File: src/rtl/crc_seq_ctrl_pkg.sv
`default_nettype none
// ==========================================================================
// Package  : crc_seq_pkg
// Brief    : Shared defaults, counter widths and FSM state type for crc_seq_ctrl.
// Revision : 1.0
// ==========================================================================
package crc_seq_pkg;

   localparam int CRC_SEQ_DATA_WIDTH  = 8;
   localparam int CRC_SEQ_CRC_WIDTH   = 8;
   localparam int CRC_SEQ_TIMEOUT_CYC = 32;

   function automatic int cnt_w(input int n);
      return (n > 1) ? $clog2(n) : 1;
   endfunction

   localparam int CRC_SEQ_BIT_CNT_W = cnt_w(CRC_SEQ_DATA_WIDTH);
   localparam int CRC_SEQ_CAP_CNT_W = cnt_w(CRC_SEQ_CRC_WIDTH);
   localparam int CRC_SEQ_TO_CNT_W  = cnt_w(CRC_SEQ_TIMEOUT_CYC);

   typedef enum logic [2:0] {
      ST_IDLE       = 3'd0,
      ST_INIT       = 3'd1,
      ST_ARM        = 3'd2,
      ST_SHIFT      = 3'd3,
      ST_WAIT_VALID = 3'd4,
      ST_CAPTURE    = 3'd5,
      ST_DONE       = 3'd6,
      ST_ABORT      = 3'd7
   } crc_seq_state_e;

endpackage
`default_nettype wire

File: src/rtl/crc_seq_ctrl_if.sv
`default_nettype none
// ==========================================================================
// Interface : crc_seq_ctrl_if
// Brief     : Frame input, engine pins and result handshake of crc_seq_ctrl.
// Revision  : 1.0
// ==========================================================================
interface crc_seq_ctrl_if
   import crc_seq_pkg::*;
#(
   parameter int DATA_WIDTH = CRC_SEQ_DATA_WIDTH,
   parameter int CRC_WIDTH  = CRC_SEQ_CRC_WIDTH
);
   logic [DATA_WIDTH-1:0] IN_DATA;
   logic                  IN_VALID;
   logic                  IN_LAST;
   logic                  IN_READY;
   logic                  ENG_RST;
   logic                  ENG_DATA;
   logic                  ENG_ACTIVE;
   logic                  ENG_CRC;
   logic                  ENG_VALID;
   logic [CRC_WIDTH-1:0]  RES_CRC;
   logic                  RES_VALID;
   logic                  RES_ERR;
   logic                  RES_READY;
   logic                  BUSY;

   modport slave (
      input  IN_DATA, IN_VALID, IN_LAST, ENG_CRC, ENG_VALID, RES_READY,
      output IN_READY, ENG_RST, ENG_DATA, ENG_ACTIVE, RES_CRC, RES_VALID, RES_ERR, BUSY
   );

   modport master (
      output IN_DATA, IN_VALID, IN_LAST, ENG_CRC, ENG_VALID, RES_READY,
      input  IN_READY, ENG_RST, ENG_DATA, ENG_ACTIVE, RES_CRC, RES_VALID, RES_ERR, BUSY
   );
endinterface
`default_nettype wire

File: src/rtl/crc_seq_ctrl_deser.sv
`default_nettype none
// ==========================================================================
// Module   : crc_seq_deser
// Brief    : LSB-first serial-to-parallel capture of the engine CRC result.
// Revision : 1.0
// ==========================================================================
module crc_seq_deser
   import crc_seq_pkg::*;
#(
   parameter int CRC_WIDTH = CRC_SEQ_CRC_WIDTH
) (
   input  logic                 clk,
   input  logic                 rst_n,
   input  logic                 clr,
   input  logic                 en,
   input  logic                 bit_in,
   output logic [CRC_WIDTH-1:0] data,
   output logic                 done
);
   localparam int                CNT_W    = cnt_w(CRC_WIDTH);
   localparam logic [CNT_W-1:0]  CNT_LAST = CNT_W'(CRC_WIDTH - 1);

   logic [CRC_WIDTH-1:0] data_q, data_d;
   logic [CNT_W-1:0]     cnt_q, cnt_d;

   assign done = en && (cnt_q == CNT_LAST);
   assign data = data_q;

   always_comb begin
      data_d = data_q;
      cnt_d  = cnt_q;
      if (clr) begin
         data_d = '0;
         cnt_d  = '0;
      end else if (en) begin
         data_d[cnt_q] = bit_in;
         cnt_d         = done ? '0 : cnt_q + CNT_W'(1);
      end
   end

   always_ff @(posedge clk or negedge rst_n) begin
      if (!rst_n) begin
         data_q <= '0;
         cnt_q  <= '0;
      end else begin
         data_q <= data_d;
         cnt_q  <= cnt_d;
      end
   end
endmodule
`default_nettype wire

File: src/rtl/crc_seq_ctrl.sv
`default_nettype none
// ==========================================================================
// Module   : crc_seq_ctrl
// Brief    : Sequencer for the serial CRC engine: re-init, LSB-first serialise,
//            wait for Valid, deserialise and present the result.
// Options  : CRC_SEQ_TIMEOUT_EN bounds WAIT_VALID to TIMEOUT_CYC cycles.
// Revision : 1.0
// ==========================================================================
module crc_seq_ctrl
   import crc_seq_pkg::*;
#(
   parameter int DATA_WIDTH  = CRC_SEQ_DATA_WIDTH,
   parameter int CRC_WIDTH   = CRC_SEQ_CRC_WIDTH,
   parameter int TIMEOUT_CYC = CRC_SEQ_TIMEOUT_CYC
) (
   input  logic          CLK,
   input  logic          RST,
   crc_seq_ctrl_if.slave bus
);
   localparam int               BIT_W    = cnt_w(DATA_WIDTH);
   localparam logic [BIT_W-1:0] BIT_LAST = BIT_W'(DATA_WIDTH - 1);

   crc_seq_state_e        state_q, state_d;
   logic [DATA_WIDTH-1:0] shreg_q, shreg_d;
   logic [BIT_W-1:0]      bit_cnt_q, bit_cnt_d;
   logic                  last_q, last_d;
   logic                  in_ready_q, in_ready_d;
   logic                  eng_rst_q, eng_rst_d;
   logic                  eng_data_q, eng_data_d;
   logic                  eng_active_q, eng_active_d;
   logic                  res_valid_q, res_valid_d;
   logic                  res_err_q, res_err_d;
   logic                  busy_q, busy_d;

   logic                  in_hs;
   logic                  cap_en, cap_clr, cap_done;
   logic [CRC_WIDTH-1:0]  cap_data;
   logic                  timeout_hit;

   assign in_hs = bus.IN_VALID & in_ready_q;

   if (TIMEOUT_CYC < 1) begin : g_bad_timeout_cfg
      $error("crc_seq_ctrl: TIMEOUT_CYC must be at least 1");
   end

`ifdef CRC_SEQ_TIMEOUT_EN
   localparam int              TO_W    = cnt_w(TIMEOUT_CYC);
   localparam logic [TO_W-1:0] TO_LAST = TO_W'(TIMEOUT_CYC - 1);

   logic [TO_W-1:0] to_cnt_q, to_cnt_d;

   // Counts completed WAIT_VALID cycles; the last one without Valid aborts.
   assign to_cnt_d    = (state_q == ST_WAIT_VALID) ? to_cnt_q + TO_W'(1) : '0;
   assign timeout_hit = (state_q == ST_WAIT_VALID) && (to_cnt_q == TO_LAST);

   always_ff @(posedge CLK or negedge RST) begin
      if (!RST) to_cnt_q <= '0;
      else      to_cnt_q <= to_cnt_d;
   end
`else
   assign timeout_hit = 1'b0;
`endif

   always_comb begin
      state_d   = state_q;
      shreg_d   = shreg_q;
      bit_cnt_d = bit_cnt_q;
      last_d    = last_q;
      cap_en    = 1'b0;

      case (state_q)
         ST_IDLE: begin
            if (in_hs) begin
               shreg_d   = bus.IN_DATA;
               last_d    = bus.IN_LAST;
               bit_cnt_d = '0;
               state_d   = ST_INIT;
            end
         end
         ST_INIT: state_d = ST_ARM;
         ST_ARM:  state_d = ST_SHIFT;
         ST_SHIFT: begin
            if (bit_cnt_q != BIT_LAST) begin
               shreg_d   = shreg_q >> 1;
               bit_cnt_d = bit_cnt_q + BIT_W'(1);
            end else if (last_q) begin
               state_d = ST_WAIT_VALID;
            end else if (in_hs) begin
               shreg_d   = bus.IN_DATA;
               last_d    = bus.IN_LAST;
               bit_cnt_d = '0;
            end else begin
               state_d = ST_ABORT;
            end
         end
         ST_WAIT_VALID: begin
            if (bus.ENG_VALID) begin
               cap_en  = 1'b1;
               state_d = cap_done ? ST_DONE : ST_CAPTURE;
            end else if (timeout_hit) begin
               state_d = ST_ABORT;
            end
         end
         ST_CAPTURE: begin
            cap_en = 1'b1;
            if (cap_done) state_d = ST_DONE;
         end
         ST_DONE, ST_ABORT: begin
            if (bus.RES_READY) state_d = ST_IDLE;
         end
         default: state_d = ST_IDLE;
      endcase

      // Outputs are registered images of the next state so they line up with it.
      cap_clr      = (state_d == ST_INIT) || (state_d == ST_ABORT);
      in_ready_d   = (state_d == ST_IDLE) ||
                     ((state_d == ST_SHIFT) && (bit_cnt_d == BIT_LAST) && !last_d);
      eng_rst_d    = (state_d != ST_INIT);
      eng_active_d = (state_d == ST_SHIFT);
      eng_data_d   = (state_d == ST_SHIFT) ? shreg_d[0] : 1'b0;
      res_valid_d  = (state_d == ST_DONE) || (state_d == ST_ABORT);
      res_err_d    = (state_d == ST_ABORT);
      busy_d       = (state_d != ST_IDLE);
   end

   always_ff @(posedge CLK or negedge RST) begin
      if (!RST) begin
         state_q      <= ST_IDLE;
         shreg_q      <= '0;
         bit_cnt_q    <= '0;
         last_q       <= 1'b0;
         in_ready_q   <= 1'b0;
         eng_rst_q    <= 1'b0;
         eng_data_q   <= 1'b0;
         eng_active_q <= 1'b0;
         res_valid_q  <= 1'b0;
         res_err_q    <= 1'b0;
         busy_q       <= 1'b0;
      end else begin
         state_q      <= state_d;
         shreg_q      <= shreg_d;
         bit_cnt_q    <= bit_cnt_d;
         last_q       <= last_d;
         in_ready_q   <= in_ready_d;
         eng_rst_q    <= eng_rst_d;
         eng_data_q   <= eng_data_d;
         eng_active_q <= eng_active_d;
         res_valid_q  <= res_valid_d;
         res_err_q    <= res_err_d;
         busy_q       <= busy_d;
      end
   end

   crc_seq_deser #(
      .CRC_WIDTH (CRC_WIDTH)
   ) u_deser (
      .clk    (CLK),
      .rst_n  (RST),
      .clr    (cap_clr),
      .en     (cap_en),
      .bit_in (bus.ENG_CRC),
      .data   (cap_data),
      .done   (cap_done)
   );

   assign bus.IN_READY   = in_ready_q;
   assign bus.ENG_RST    = eng_rst_q;
   assign bus.ENG_DATA   = eng_data_q;
   assign bus.ENG_ACTIVE = eng_active_q;
   assign bus.RES_CRC    = cap_data;
   assign bus.RES_VALID  = res_valid_q;
   assign bus.RES_ERR    = res_err_q;
   assign bus.BUSY       = busy_q;
endmodule
`default_nettype wire

File: src/flat_wrapper.sv
// flat-port wrapper written by rule: the top's interface ports become plain ports
module crc_seq_ctrl_flat import crc_seq_pkg::*;
#(
   parameter int DATA_WIDTH  = CRC_SEQ_DATA_WIDTH,
   parameter int CRC_WIDTH   = CRC_SEQ_CRC_WIDTH,
   parameter int TIMEOUT_CYC = CRC_SEQ_TIMEOUT_CYC
)
  (CLK, RST, bus_IN_DATA, bus_IN_VALID, bus_IN_LAST, bus_ENG_CRC, bus_ENG_VALID, bus_RES_READY, bus_IN_READY, bus_ENG_RST, bus_ENG_DATA, bus_ENG_ACTIVE, bus_RES_CRC, bus_RES_VALID, bus_RES_ERR, bus_BUSY);
  crc_seq_ctrl_if #(.DATA_WIDTH(DATA_WIDTH), .CRC_WIDTH(CRC_WIDTH)) bus_i ();
  input  logic CLK;
  input  logic RST;
  input wire logic [$bits(bus_i.IN_DATA)-1:0] bus_IN_DATA;
  input wire logic [$bits(bus_i.IN_VALID)-1:0] bus_IN_VALID;
  input wire logic [$bits(bus_i.IN_LAST)-1:0] bus_IN_LAST;
  input wire logic [$bits(bus_i.ENG_CRC)-1:0] bus_ENG_CRC;
  input wire logic [$bits(bus_i.ENG_VALID)-1:0] bus_ENG_VALID;
  input wire logic [$bits(bus_i.RES_READY)-1:0] bus_RES_READY;
  output wire logic [$bits(bus_i.IN_READY)-1:0] bus_IN_READY;
  output wire logic [$bits(bus_i.ENG_RST)-1:0] bus_ENG_RST;
  output wire logic [$bits(bus_i.ENG_DATA)-1:0] bus_ENG_DATA;
  output wire logic [$bits(bus_i.ENG_ACTIVE)-1:0] bus_ENG_ACTIVE;
  output wire logic [$bits(bus_i.RES_CRC)-1:0] bus_RES_CRC;
  output wire logic [$bits(bus_i.RES_VALID)-1:0] bus_RES_VALID;
  output wire logic [$bits(bus_i.RES_ERR)-1:0] bus_RES_ERR;
  output wire logic [$bits(bus_i.BUSY)-1:0] bus_BUSY;
  assign bus_i.IN_DATA = bus_IN_DATA;
  assign bus_i.IN_VALID = bus_IN_VALID;
  assign bus_i.IN_LAST = bus_IN_LAST;
  assign bus_i.ENG_CRC = bus_ENG_CRC;
  assign bus_i.ENG_VALID = bus_ENG_VALID;
  assign bus_i.RES_READY = bus_RES_READY;
  assign bus_IN_READY = bus_i.IN_READY;
  assign bus_ENG_RST = bus_i.ENG_RST;
  assign bus_ENG_DATA = bus_i.ENG_DATA;
  assign bus_ENG_ACTIVE = bus_i.ENG_ACTIVE;
  assign bus_RES_CRC = bus_i.RES_CRC;
  assign bus_RES_VALID = bus_i.RES_VALID;
  assign bus_RES_ERR = bus_i.RES_ERR;
  assign bus_BUSY = bus_i.BUSY;
  crc_seq_ctrl #(.DATA_WIDTH(DATA_WIDTH), .CRC_WIDTH(CRC_WIDTH), .TIMEOUT_CYC(TIMEOUT_CYC)) u_core (.CLK(CLK), .RST(RST), .bus(bus_i));
endmodule
File: config.mk
export PLATFORM = sky130hd
export DESIGN_NAME = crc_seq_ctrl_flat
export DESIGN_NICKNAME = d
export VERILOG_FILES = /design/src/rtl/crc_seq_ctrl_pkg.sv /design/src/rtl/crc_seq_ctrl_if.sv /design/src/rtl/crc_seq_ctrl_deser.sv /design/src/rtl/crc_seq_ctrl.sv /design/src/flat_wrapper.sv
export SDC_FILE = /design/constraint.sdc
export NUM_CORES = 1
export LEC_CHECK = 0
export ABC_AREA = 1
export BUFFER_PORTS_ARGS = -buffer_cell sky130_fd_sc_hd__buf_2
export CAP_MARGIN = 40
export CORE_ASPECT_RATIO = 1.75
export CORE_MARGIN = 1.5
export CORE_UTILIZATION = 54
export DETAILED_ROUTE_END_ITERATION = 7
export HOLD_SLACK_MARGIN = 0.08
export PLACE_DENSITY = 0.81
export SLEW_MARGIN = 20
export SYNTH_ARGS = -nofsm -noshare
export SYNTH_HDL_FRONTEND = slang
export SYNTH_HIERARCHICAL = 1
export SYNTH_SLANG_ARGS = --single-unit
File: constraint.sdc
create_clock -name CLK -period 7.1 [get_ports CLK]
set_clock_uncertainty 0.05 [all_clocks]
set_input_delay 1.065 -clock CLK [delete_from_list [all_inputs] [get_ports CLK]]
set_output_delay 1.065 -clock CLK [all_outputs]
set_load 0.02 [all_outputs]
Word level (Yosys, flattened, before mapping)
Index checks and enable logic that the tools add are counted.
Widths: inputs -> output; s select.
- register bits after elaboration: 33
- multiplexer cells: 33
- bitwise logic cells: 1
- equal/unequal tests: 16
- add/sub/neg operators: 2
- order comparisons: 2
- reduce and logical (&&, ||, !) cells: 15
- operators by type and width (operator ; count):
    $mux 8 ; 5
    $mux 3 ; 13
    $eq 3x3->1 const B ; 8
    $pmux 3 s7 ; 1
    $pmux 8 s2 ; 1
    $eq 3x2->1 const B ; 3
    $bwmux 8 ; 1
    $mux 1 ; 7
    $add 3x1->3 const B ; 2
    $eq 3x1->1 const B ; 2
    $logic_not 3->1 ; 2
    $ne 3x3->1 const B ; 2
    $pmux 3 s2 ; 1
    $logic_and 1x1->1 ; 4
    $lt 3x4->1 const B ; 1
    $pmux 1 s2 ; 2
    $reduce_bool 2->1 ; 2
    $demux 1 s3 ; 1
    $ge 3x1->1 const B ; 1
    $logic_or 1x1->1 ; 3
    $ne 3x1->1 const B ; 1
    $reduce_bool 3->1 ; 1
    $mux 2 ; 1
    $reduce_and 2->1 ; 1
    other kinds (3) ; 3

Logic depth before layout (Yosys ltp)
Gate-level depths: netlist (run 1).
- word-level depth: 10
- depth in mapped cells: 21

Hierarchy
Netlist (run 1), hierarchy kept.
- by module, submodules not included (module ; times used ; area each (µm²) ; cells an instance ; sequential area each (µm²)):
    crc_seq_ctrl ; 1 ; 1287.5 ; 168 ; 550.5
    crc_seq_deser ; 1 ; 610.6 ; 87 ; 275.3

Worst setup path before layout (run 1)
Ideal clock, no wire load.
- path kind: input-to-reg
- from: input port bus_ENG_VALID
- to: register u_core.u_deser.data_q[3] (netlist: u_core/u_deser/data[3])
- data required time: 6.937 ns
- setup time: 0.113 ns
- cell stages on the path: 19
- path slack: 4.348 ns
- data arrival time: 2.589 ns
- buffers on the path: 0
- cell sequence: inv_1 -> a21oi_1 -> nand2_1 -> inv_1 -> nand2_1 -> nand2_1 -> nand2_1 -> nand2_2 -> nor3_4 -> inv_2 -> nand2_1 -> inv_2 -> nand2_2 -> nand2_1 -> inv_2 -> nand2_4 -> nand3_1 -> nand2_1 -> inv_1
- cells in the longest elaborated chain, start to end: 9
- RTL lines (item ; line ; source):
    start: declaration ; flat_wrapper.sv:16 ; input wire logic [$bits(bus_i.ENG_VALID)-1:0] bus_ENG_VALID;
    $mux 1 * ; crc_seq_ctrl.sv:97 ; if (bus.ENG_VALID) begin
    $pmux 1 s2 * ; crc_seq_ctrl.sv:71 ; case (state_q)
    named net u_core.cap_en ; crc_seq_ctrl.sv:36 ; logic cap_en, cap_clr, cap_done;
    $logic_and 1x1->1 * ; crc_seq_ctrl_deser.sv:26 ; assign done = en && (cnt_q == CNT_LAST);
    named net u_core.cap_done ; crc_seq_ctrl.sv:36 ;
    $mux 2 ; crc_seq_ctrl.sv:99 ; state_d = cap_done ? ST_DONE : ST_CAPTURE;
    $mux 3 ; crc_seq_ctrl.sv:97 ;
    $pmux 3 s7 * ; crc_seq_ctrl.sv:71 ;
    named net u_core.state_d[1] ; crc_seq_ctrl.sv:23 ; crc_seq_state_e state_q, state_d;
    $eq 3x1->1 / $eq 3x3->1 (equally long branches) ; crc_seq_ctrl.sv:115 ; cap_clr = (state_d == ST_INIT) || (state_d == ST_ABORT);
    $logic_or 1x1->1 * ; crc_seq_ctrl.sv:115 ;
    named net u_core.cap_clr ; crc_seq_ctrl.sv:36 ;
    $mux 8 / $reduce_bool 2->1 (equally long branches) ; n/a ;
    end signal: assignment ; crc_seq_ctrl_deser.sv:46 ; data_q <= data_d;
    end: declaration ; crc_seq_ctrl_deser.sv:23 ; logic [CRC_WIDTH-1:0] data_q, data_d;
The timed path passes the listed nets; every way through them passes the cells marked *.
A chain may end at the register's enable or synchronous reset.

Final worst setup path (run 1)
- from: input port bus_ENG_VALID
- to: register u_core.u_deser.data_q[5] (netlist: u_core/u_deser/data[5])
Same word-level chain as after synthesis.

==> run summary, run 1 <==
Placed Cells = 326
Required arrival time at the worst endpoint = 7240 ps
Area growth from synthesis to final layout = 15.9%
Sinks on the clock net = 33
Ratio of routed vias to standard cells = 5.00
Period utilization = 39.9%
Synth async-reset ratio = 100%
Post-layout net count = 307
Router iterations before antenna repair = 4
Number of instances resized during post-cts repair = 0
Worst endpoint data arrival time = 2970 ps
Number of hold violations in the final report = 0
Post-Route Setup TNS = 0 ps
Syn Area/Cell = 7.44 sq um
Pin count of the biggest net entering global routing = 34
PortBufs = 29
Leakage = 1.26 nW
Final antenna diode count = 0
Sequential-to-total area share from yosys stat = 43.5%
Synth area leader = dfrtp_1
Hold buffers post-CTS = 0
Max-Cap Viols = 0
Deepest clock path buffer count = 2
Count of placed standard cells in the final layout, fillers left out = 334
Post-Place Cell Area = 2070 sq um
Max H-tree Level = 2
Slew @ Worst Pin = 730 ps
Syn Nets = 274
FILL cells = 315
Setup crit start kind = input pin
Via count of the first global-routing pass = 1633
Total vias in the final route = 1671
Initial core utilization = 56.4%
Unrepaired setup endpoints after global routing = false
Post-CTS setup buffers = 0
Utilization of the core after routing = 65.4%
Outcome = finished, final reports clean
Beginning of the critical path = bus_ENG_VALID
Areal power density over the cells = 391 nW/um^2
Capturing element type of the critical path = flip-flop
Global-route wire length before repair = 6710 um
HPWL Detailed = 3250 um
Final weighted congestion in routability-driven placement = 0.887
Cell with the most instances after synthesis = nand2_1
Worst skew pair latency = 290 ps
Final Slew Violations = 0
Post-CTS clock slew at the launch and capture registers of the worst setup and hold paths = 70 ps
Fraction of synthesized cell area taken by the top area cell type = 43.5%
DRC Markers = 0
Worst hold path startpoint = u_core/shreg_q[3]
Number of enable-type register cells in the synthesized netlist = 0
Die width = 47.8 um
CTS Buf Count = 5
Sum of overflow across all layers after global routing = 0
Antenna violations before repair = 0
Row count = 28
DR WL/cell = 12.6 um
Launching point of the worst reg2reg path = u_core/state_q[1]
Share of cells above drive strength 1 = 23.5%
Clock tree from TritonCTS = yes
Boundary pin count = 30
Total power draw = 0.861 mW
Floorplan die height = 81.4 um
Cell count after synthesis = 255
GRT Resource Usage Total = 24.7%
Setup violation total in the final timing report = 0
Post-route standard cell area excluding fillers = 2200 sq um
Count of antenna-violating nets left after detailed routing = 0
Die footprint = 3890 sq um
Final period demand of the worst path = 2830 ps
Worst slew margin = 51.3%
Sum of routed wire length over all layers = 4200 um
Flip-flop cell with the highest count after synthesis = dfrtp_1
Synth warnings = 6
Number of violations reported at the end of detailed-routing iteration 0 = 32
Cell Area, Synth = 1900 sq um
Critical-path maximum fanout = 10
Critical path class = in -> reg
Core region area = 3360 sq um
Register bit count reported by yosys = 33
Synth top cells by count = nand2_1, dfrtp_1, inv_1
Max Clock Freq = 353 MHz
Distinct cell type count of the synthesized netlist = 26
Largest cells by area after synthesis = dfrtp_1, nand2_1, inv_1
Maximum VDD drop = 0.000212 V
Root cell of the clock tree = clkbuf_8
Classification of the worst-slack hold path = reg -> reg
==> cell type report <==
class / count / area, sq um / area share, %
inverters: 35 / 135 / 6.14
clock buffers: 5 / 68.8 / 3.13
repair buffers: 29 / 145 / 6.60
multi-input cells: 184 / 903 / 41.1
clock inverters: 3 / 65.1 / 2.96
flip-flops and latches: 33 / 826 / 37.5
well taps: 45 / 56.3 / 2.56
==> placed cells by master (no fill, tap or decap), types with 5 or more instances in the layout <==
cell / Yosys / routed
dfrtp_1: 33 / 33
o211ai_1: 6 / 6
nand2_1: 93 / 93
nand2_2: 8 / 8
inv_2: 9 / 9
nand3_1: 16 / 16
nor2_1: 22 / 22
nor3_1: 6 / 6
clkbuf_8: 0 / 5
buf_2: 0 / 29
inv_1: 24 / 24
==> worst paths after layout <==
kind	end	slack, ps	cells past startpoint
setup reg to reg	u_core/u_deser/data[5]	4410	18
hold / removal	u_core/shreg_q[3]	470	2
min in group asynchronous	u_core/bus.ENG_RST	780	1
setup / recovery	u_core/u_deser/data[5]	4270	18
max in group asynchronous	u_core/u_deser/data[6]	5750	1
hold reg to reg	u_core/shreg_q[3]	470	2
==> layer usage <==
| metal | global-route usage, % | part of all wire, % | wire [um] | vias to the layer above |
|---|---|---|---|---|
| li1 | - | - | - | 858 |
| met1 | 20.7 | 35 | 1490 | 751 |
| met2 | 46.4 | 56 | 2360 | 42 |
| met3 | 5.49 | 3.5 | 146 | 20 |
| met4 | 16.2 | 5.0 | 208 | 0 |
| met5 | 0 | 0 | 0 | - |
==> report_power, final <==
group          internal (mW)  total [mW]  switching (mW)
Sequential             0.245       0.303          0.0584
Clock                  0.139       0.210          0.0709
Combinational          0.118       0.347           0.229
Total                  0.503       0.861           0.358
==> state kept, by name, summed over array words and instances (netlist names) <==
register               cells
u_core/bit_cnt_q           3
u_core/bus.BUSY            1
u_core/bus.ENG_ACTIVE      1
u_core/bus.ENG_DATA        1
u_core/bus.ENG_RST         1
u_core/bus.IN_READY        1
u_core/bus.RES_ERR         1
u_core/bus.RES_VALID       1
u_core/last_q              1
u_core/shreg_q             8
u_core/state_q             3
u_core/u_deser/cnt_q       3
u_core/u_deser/data        8
==> stage by stage <==
step | hold WS (ps) | worst slack [ps]
4_1_cts | 471 | 4260
3_3_place_gp | 439 | 4080
5_1_grt | 513 | 3940
2_1_floorplan | 420 | 4350
6_report | 467 | 4270
3_5_place_dp | 454 | 3970
==> logic make-up (layout without fill, tap and decap cells) <==
family                   count (synthesis)  in the layout  share of synthesized area, %
buffers and inverters                   38             72                          8.90
adder cells (fa/ha/maj)                  4              4                          2.64
AO/OA/AOI/OAI                           20             20                          6.26
AND/OR/NAND/NOR                        160            160                          38.7
flip-flops                              33             33                          43.5
==> worst max-delay path, cell delays in order <==
cell     delay (ps)
buf_2            90
inv_1            50
a21oi_1         380
nand2_1         130
inv_1           140
nand4_1         110
nand2_1         140
nor3_4           70
inv_2            60
nand2_1          50
inv_2            60
nand2_2          50
nand2_1         130
inv_2           130
nand2_4         110
nand3_1          90
nand2_1          90
inv_1            30
Power figures use the tool's default switching activity.
==> run 2: changes to the inputs <==
Settings changed: ABC_AREA 1 to 0, CORE_UTILIZATION 54 to 50, PLACE_DENSITY 0.81 to 0.79.
Clock period 7.1 ns to 2.4 ns, I/O delays scaled along.
==> run 2 against run 1 <==
Clock power rose by 94%. Global-route usage fell by 3.4 points. Synthesized area fell by 5.5%. Critical path type is now reg -> reg. Sequential power rose to 2.7 times the previous value. Synthesized cell count fell by 37%. Flip-flop and latch count did not move. Power rose to 2.9 times the previous value. Highest routed layer unchanged. Core utilization fell by 2.8 points. Critical endpoint is now u_core/u_deser/data[6]. Largest power group unchanged.
==> run summary, run 2 <==
Number of hold violations in the final report = 0 (unchanged)
Antenna violations before repair = 0 (unchanged)
Worst endpoint data arrival time = 2510 ps (was 2970 ps)
Int Power = 1.48 mW (was 0.503 mW)
Final weighted congestion in routability-driven placement = 0.856 (was 0.887)
Slack of the critical path = 49.5 ps (was 4270 ps)
Areal power density over the cells = 1170 nW/um^2 (was 391 nW/um^2)
Main combinational cell family by area after synthesis = simple AND/OR/NAND/NOR gates (unchanged)
Router iterations before antenna repair = 6 (was 4)
Setup violation total in the final timing report = 0 (unchanged)
Die footprint = 3970 sq um (was 3890 sq um)
Die width = 48.3 um (was 47.8 um)
Post-Place Setup Slack = -50.1 ps (was 3970 ps)
Adder-Cell Fraction of Synth Area = 2.79% (was 2.64%)
Slew @ Worst Pin = 717 ps (was 730 ps)
Sum of overflow across all layers after global routing = 0 (unchanged)
Cell count after synthesis = 160 (was 255)
Final period demand of the worst path = 2350 ps
Final antenna diode count = 0 (unchanged)
Cell Area, Synth = 1790 sq um (was 1900 sq um)
Area growth from synthesis to final layout = 18.5% (was 15.9%)
Initial core utilization = 52.8% (was 56.4%)
Critical path class = reg -> reg (was in -> reg)
Syn Nets = 179 (was 274)
Most frequent standard cell in the layout excluding fill and tap cells = dfrtp_1 (was nand2_1)
Classification of the worst-slack hold path = in -> async (was reg -> reg)
Total power draw = 2.49 mW (was 0.861 mW)
Leading cell types in the layout, fill and taps excluded = dfrtp_1, buf_2, inv_1 (was nand2_1, dfrtp_1, buf_2)
Synth top cells by count = dfrtp_1, inv_1, nand2b_1 (was nand2_1, dfrtp_1, inv_1)
Worst slew margin = 52.2% (was 51.3%)
Worst skew pair latency = 280 ps (was 290 ps)
Final Slew Violations = 0 (unchanged)
Global-route wire length before repair = 5950 um (was 6710 um)
Clock tree from TritonCTS = yes (unchanged)
Total vias in the final route = 1427 (was 1671)
Pin count of the biggest net entering global routing = 34 (unchanged)
Maximum VDD drop = 0.000676 V (was 0.000212 V)
Leakage = 1.05 nW (was 1.26 nW)
Root cell of the clock tree = clkbuf_8 (unchanged)
Post-route standard cell area excluding fillers = 2130 sq um (was 2200 sq um)
Share of cells above drive strength 1 = 34.3% (was 23.5%)
HPWL Detailed = 2870 um (was 3250 um)
Max-Cap Viols = 0 (unchanged)
Post-Route Setup TNS = 0 ps (unchanged)
Period utilization = 97.9%
Combinational group share of total power = 50.9% (was 40.3%)
GRT Resource Usage Total = 21.3% (was 24.7%)
Multi-input combinational cell area = 877 sq um (was 903 sq um)
Via count of the first global-routing pass = 1368 (was 1633)
Capturing element type of the critical path = flip-flop (unchanged)
Post-CTS clock slew at the launch and capture registers of the worst setup and hold paths = 60 ps (was 70 ps)
Row count = 28 (unchanged)
Post-Place Cell Area = 1990 sq um (was 2070 sq um)
DR WL/cell = 15.8 um (was 12.6 um)
Outcome = finished, final reports clean (unchanged)
Hold buffers post-CTS = 0 (unchanged)
Boundary pin count = 30 (unchanged)
Fraction of the mapped netlist area in compound gates = 16.6% (was 6.26%)
Largest cells by area after synthesis = dfrtp_1, mux2i_1, nand2b_1 (was dfrtp_1, nand2_1, inv_1)
Fraction of synthesized cell area in xor and xnor cells = 0% (unchanged)
Synth area leader = dfrtp_1 (unchanged)
Distinct cell type count of the synthesized netlist = 52 (was 26)
Clock share of power = 16.3% (was 24.4%)
Utilization of the core after routing = 62.6% (was 65.4%)
FILL cells = 303 (was 315)
Net switching power figure = 1.01 mW (was 0.358 mW)
Deepest clock path buffer count = 2 (unchanged)
PortBufs = 29 (unchanged)
Portion of netlist area occupied by mux cells = 5.02% (was 0%)
Critical-path maximum fanout = 5 (was 10)
Max H-tree Level = 2 (unchanged)
Register bit count reported by yosys = 33 (unchanged)
Synth warnings = 6 (unchanged)
Switching portion of total power = 40.6% (was 41.6%)
Max Clock Freq = 425 MHz
Number of violations reported at the end of detailed-routing iteration 0 = 69 (was 32)
Sequential cell fraction of total power = 32.7% (was 35.2%)
Share of synthesized cell area in and, or, nand and nor gates = 22.0% (was 38.7%)
Floorplan die height = 82.2 um (was 81.4 um)
Count of antenna-violating nets left after detailed routing = 0 (unchanged)
Sequential cell area = 826 sq um (unchanged)
Flip-flop cell with the highest count after synthesis = dfrtp_1 (unchanged)
Cell with the most instances after synthesis = dfrtp_1 (was nand2_1)
Number of enable-type register cells in the synthesized netlist = 0 (unchanged)
Synth async-reset ratio = 100% (unchanged)
Fraction of synthesized cell area taken by the top area cell type = 46.0% (was 43.5%)
Sum of routed wire length over all layers = 3830 um (was 4200 um)
Syn Area/Cell = 11.2 sq um (was 7.44 sq um)
Required arrival time at the worst endpoint = 2550 ps (was 7240 ps)
Setup crit start kind = flip-flop (was input pin)
Ratio of routed vias to standard cells = 5.87 (was 5.00)
Sequential-to-total area share from yosys stat = 46.0% (was 43.5%)
Post-layout net count = 217 (was 307)
Sinks on the clock net = 33 (unchanged)
CTS Buf Count = 5 (unchanged)
Core region area = 3400 sq um (was 3360 sq um)
DRC Markers = 0 (unchanged)
run 2: cell types whose count changed after synthesis, sizes merged, moves of 5 or more:
| cell | previous run | this run |
|---|---|---|
| a21oi | 4 | 9 |
| a222oi | 0 | 6 |
| inv | 34 | 12 |
| mux2i | 0 | 9 |
| nand2 | 102 | 6 |
| nand2b | 0 | 12 |
| nand3 | 19 | 3 |
| nor2 | 29 | 8 |
| nor3 | 7 | 1 |
| o211ai | 6 | 0 |
| o21ai | 8 | 1 |
run 2: repair_timing:
item | CTS | global route
endpoints found under the setup margin | 8 | 8
cloned | 0 | 1
pin swaps | 0 | 2
buffers inserted | 0 | 1
resized for setup | 3 | 7
run 2: metrics by stage:
step	cells	hold WS (ps)
global placement	234	399
floorplan	160	14.4
global route	243	149
CTS	241	104
finish	243	79.8
detailed placement	234	410
run 2: final timing paths:
check / slack [ps] / cells past startpoint / start / endpoint
max: 50 / 10 / u_core/u_deser/cnt_q[1] / u_core/u_deser/data[6]
min: 80 / 1 / RST / u_core/u_deser/cnt_q[2]
max reg2reg: 50 / 10 / u_core/u_deser/cnt_q[1] / u_core/u_deser/data[6]
min reg2reg: 440 / 2 / u_core/shreg_q[3] / u_core/shreg_q[2]
max in group asynchronous: 1750 / 1 / RST / u_core/bus.ENG_ACTIVE
min in group CLK: 270 / 3 / bus_IN_DATA[4] / u_core/shreg_q[4]
run 2: area by class of cell:
cell class                      instances  area share [%]
Multi-Input combinational cell        105            41.2
Sequential cell                        33            38.8
Timing Repair Buffer                   41            11.1
Clock buffer                            7            4.06
Tap cell                               45            2.65
Inverter                               12            2.12
run 2: cell families after synthesis:
family,after synthesis
buffers and inverters,22
AOI/OAI and AO/OA,34
and+or+nand+nor,58
adders and majority gates,4
DFF,33
muxes,9
run 2: routing by layer:
layer	GRT usage [%]	vias up	share of wire, %
met5	0	-	0
met4	13.0	0	3.9
met3	3.48	13	3.9
met2	38.2	51	59
met1	21.0	708	33
li1	-	655	-
run 2: power groups by stage:
stage,Clock (mW),Sequential [mW],Combinational (mW)
floorplan,0,0.889,0.874
global placement,0,0.810,1.14
detailed placement,0,0.825,1.19
CTS,0.423,0.814,1.21
global route,0.441,0.832,1.38
finish,0.407,0.815,1.27
run 2: worst max-delay path: stages (launching register included):
cell,delay [ps]
dfrtp_1,390
ha_2,200
ha_4,170
and2_4,160
a32o_1,230
a21o_2,220
and3_4,180
or2_4,250
buf_2,150
nand2b_1,140
mux2i_1,120
==> run 3: changes to the inputs <==
Settings changed: CORE_UTILIZATION 50 to 49, PLACE_DENSITY 0.79 to 0.74, SYNTH_HIERARCHICAL 1 to default.
==> run 3 against run 2 <==
Clock-buffer cell count is the same. Final area down 7.2%. Worst hold slack gained 0.55 ps. Fmax rose by 8.9%. Power down 3.0%. Flip-flop and latch count did not move. Setup slack better by 190 ps. Sequential share of layout area rose by 3.0 points. Critical path depth is 4 lower. Critical path type unchanged. Critical endpoint is now u_core.bus.IN_READY. Largest cell class is now sequential cells. Largest power group unchanged.
==> run summary, run 3 <==
Post-Route Setup TNS = 0 ps (unchanged)
Worst reg2reg endpoint = u_core.bus.IN_READY (was u_core/u_deser/data[6])
Total vias in the final route = 1327 (was 1427)
Number of instances resized during post-cts repair = 0 (was 3)
Number of violations reported at the end of detailed-routing iteration 0 = 48 (was 69)
Worst skew pair latency = 280 ps (about the same)
Die width = 47.6 um (was 48.3 um)
Initial core utilization = 50.7% (was 52.8%)
Final Slew Violations = 0 (unchanged)
Maximum VDD drop = 0.000669 V (was 0.000676 V)
Max-Cap Viols = 0 (unchanged)
Slew @ Worst Pin = 728 ps (was 717 ps)
Syn Nets = 176 (was 179)
Final weighted congestion in routability-driven placement = 0.858 (was 0.856)
Leading cell types in the layout, fill and taps excluded = dfrtp_1, buf_2, nor2_1 (was dfrtp_1, buf_2, inv_1)
Setup crit start kind = flip-flop (unchanged)
Capturing element type of the critical path = flip-flop (unchanged)
Critical-path maximum fanout = 9 (was 5)
Cell count after synthesis = 157 (was 160)
Critical path class = reg -> reg (unchanged)
Pin count of the biggest net entering global routing = 34 (unchanged)
Synth warnings = 0 (was 6)
Number of enable-type register cells in the synthesized netlist = 0 (unchanged)
Row count = 28 (unchanged)
Period utilization = 89.9% (was 97.9%)
Deepest clock path buffer count = 2 (unchanged)
Synth async-reset ratio = 100% (unchanged)
Sum of overflow across all layers after global routing = 0 (unchanged)
FILL cells = 315 (was 303)
Total power draw = 2.42 mW (was 2.49 mW)
Syn Area/Cell = 10.9 sq um (was 11.2 sq um)
Count of antenna-violating nets left after detailed routing = 0 (unchanged)
Worst endpoint data arrival time = 2300 ps (was 2510 ps)
Worst setup slack for register-to-register paths = 240 ps (was 50 ps)
Antenna violations before repair = 0 (unchanged)
Router iterations before antenna repair = 4 (was 6)
GRT Resource Usage Total = 20.4% (was 21.3%)
Worst slew margin = 51.5% (was 52.2%)
Floorplan die height = 81.0 um (was 82.2 um)
Share of cells above drive strength 1 = 28.6% (was 34.3%)
Root cell of the clock tree = clkbuf_8 (unchanged)
Leakage = 1.04 nW (was 1.05 nW)
Cell with the most instances after synthesis = dfrtp_1 (unchanged)
Areal power density over the cells = 1220 nW/um^2 (was 1170 nW/um^2)
Most frequent standard cell in the layout excluding fill and tap cells = dfrtp_1 (unchanged)
Number of hold violations in the final report = 0 (unchanged)
Sum of routed wire length over all layers = 3390 um (was 3830 um)
Utilization of the core after routing = 58.7% (was 62.6%)
Sinks on the clock net = 33 (unchanged)
Unrepaired setup endpoints after global routing = false
Boundary pin count = 30 (unchanged)
Via count of the first global-routing pass = 1293 (was 1368)
Global-route wire length before repair = 5600 um (was 5950 um)
Hold buffers post-CTS = 0 (unchanged)
Final antenna diode count = 0 (unchanged)
Post-CTS setup buffers = 0 (unchanged)
Final period demand of the worst path = 2160 ps (was 2350 ps)
Post-layout net count = 207 (was 217)
Synth top cells by count = dfrtp_1, nor2_1, inv_1 (was dfrtp_1, inv_1, nand2b_1)
Ratio of routed vias to standard cells = 5.67 (was 5.87)
Post-CTS clock slew at the launch and capture registers of the worst setup and hold paths = 70 ps (was 60 ps)
Setup violation total in the final timing report = 0 (unchanged)
Classification of the worst-slack hold path = in -> async (unchanged)
DR WL/cell = 14.5 um (was 15.8 um)
Synth area leader = dfrtp_1 (unchanged)
Outcome = finished, final reports clean (unchanged)
Area growth from synthesis to final layout = 15.8% (was 18.5%)
Register bit count reported by yosys = 33 (unchanged)
Required arrival time at the worst endpoint = 2540 ps (was 2550 ps)
Clock tree from TritonCTS = yes (unchanged)
Fraction of synthesized cell area taken by the top area cell type = 48.4% (was 46.0%)
PortBufs = 29 (unchanged)
Distinct cell type count of the synthesized netlist = 44 (was 52)
Die footprint = 3860 sq um (was 3970 sq um)
Cell Area, Synth = 1710 sq um (was 1790 sq um)
DRC Markers = 0 (unchanged)
HPWL Detailed = 2500 um (was 2870 um)
Sequential-to-total area share from yosys stat = 48.4% (was 46.0%)
Beginning of the critical path = u_core.u_deser.cnt_q[1] (was u_core/u_deser/cnt_q[1])
Number of cell instances on the worst register-to-register path = 6 (was 10)
Max Clock Freq = 463 MHz (was 425 MHz)
Worst hold-check slack = 80.4 ps (was 79.8 ps)
CTS Buf Count = 5 (unchanged)
Core region area = 3360 sq um (was 3400 sq um)
Launching point of the worst reg2reg path = u_core.u_deser.cnt_q[1] (was u_core/u_deser/cnt_q[1])
Flip-flop cell with the highest count after synthesis = dfrtp_1 (unchanged)
Max H-tree Level = 2 (unchanged)
Largest cells by area after synthesis = dfrtp_1, mux2i_1, nor2_1 (was dfrtp_1, mux2i_1, nand2b_1)
## run 3: area by class of cell
class | count | area [sq um] | area share (%)
tap | 45 | 56.3 | 2.85
multi-input combinational | 101 | 763 | 38.7
timing repair buffer | 33 | 175 | 8.87
clock inverter | 1 | 5.00 | 0.253
sequential | 33 | 826 | 41.8
inverter | 14 | 52.6 | 2.66
clock buffer | 7 | 96.3 | 4.88
## run 3: per-layer routing
layer	part of all wire, %	vias to the layer above	GRT usage [%]	wire (um)
li1	-	633	-	-
met2	55	44	33.8	1860
met5	0	-	0	0
met1	39	644	22.9	1310
met4	2.4	0	11.4	83
met3	4.1	6	4.89	140
## run 3: stage by stage
step	setup WS [ps]	cell area, sq um	cells
2_1_floorplan	418	1710	157
3_3_place_gp	314	1870	226
3_5_place_dp	263	1870	226
4_1_cts	234	1970	234
5_1_grt	115	1970	234
6_report	242	1970	234
## run 3: critical path: stages (launching register included)
cell	delay [ps]
dfrtp_1	460
ha_1	210
ha_1	220
o32ai_2	250
a22oi_1	190
or3_4	460
o31ai_2	210
## run 3: how the worst max path moves through the flow
stage	endpoint	slack, ps	depth (start not counted)
finish	u_core.bus.IN_READY	240	6
global route	u_core.u_deser.data[2]	110	5
CTS	u_core.bus.IN_READY	230	6
detailed placement	u_core.bus.IN_READY	260	6
global placement	u_core.bus.IN_READY	310	6
floorplan	u_core.bus.IN_READY	420	6
## run 3: power by group
part / internal [mW] / switching, mW / total (mW)
registers: 0.750 / 0.206 / 0.956
logic: 0.422 / 0.588 / 1.01
clock network: 0.259 / 0.191 / 0.450
## run 3: logic make-up after synthesis
logic type | count (synthesis) | share of synthesized area [%]
muxes | 11 | 6.46
DFF | 33 | 48.4
adders and majority gates | 4 | 2.93
buffers and inverters | 23 | 6.82
and+or+nand+nor | 53 | 19.2
AOI/OAI and AO/OA | 33 | 16.1
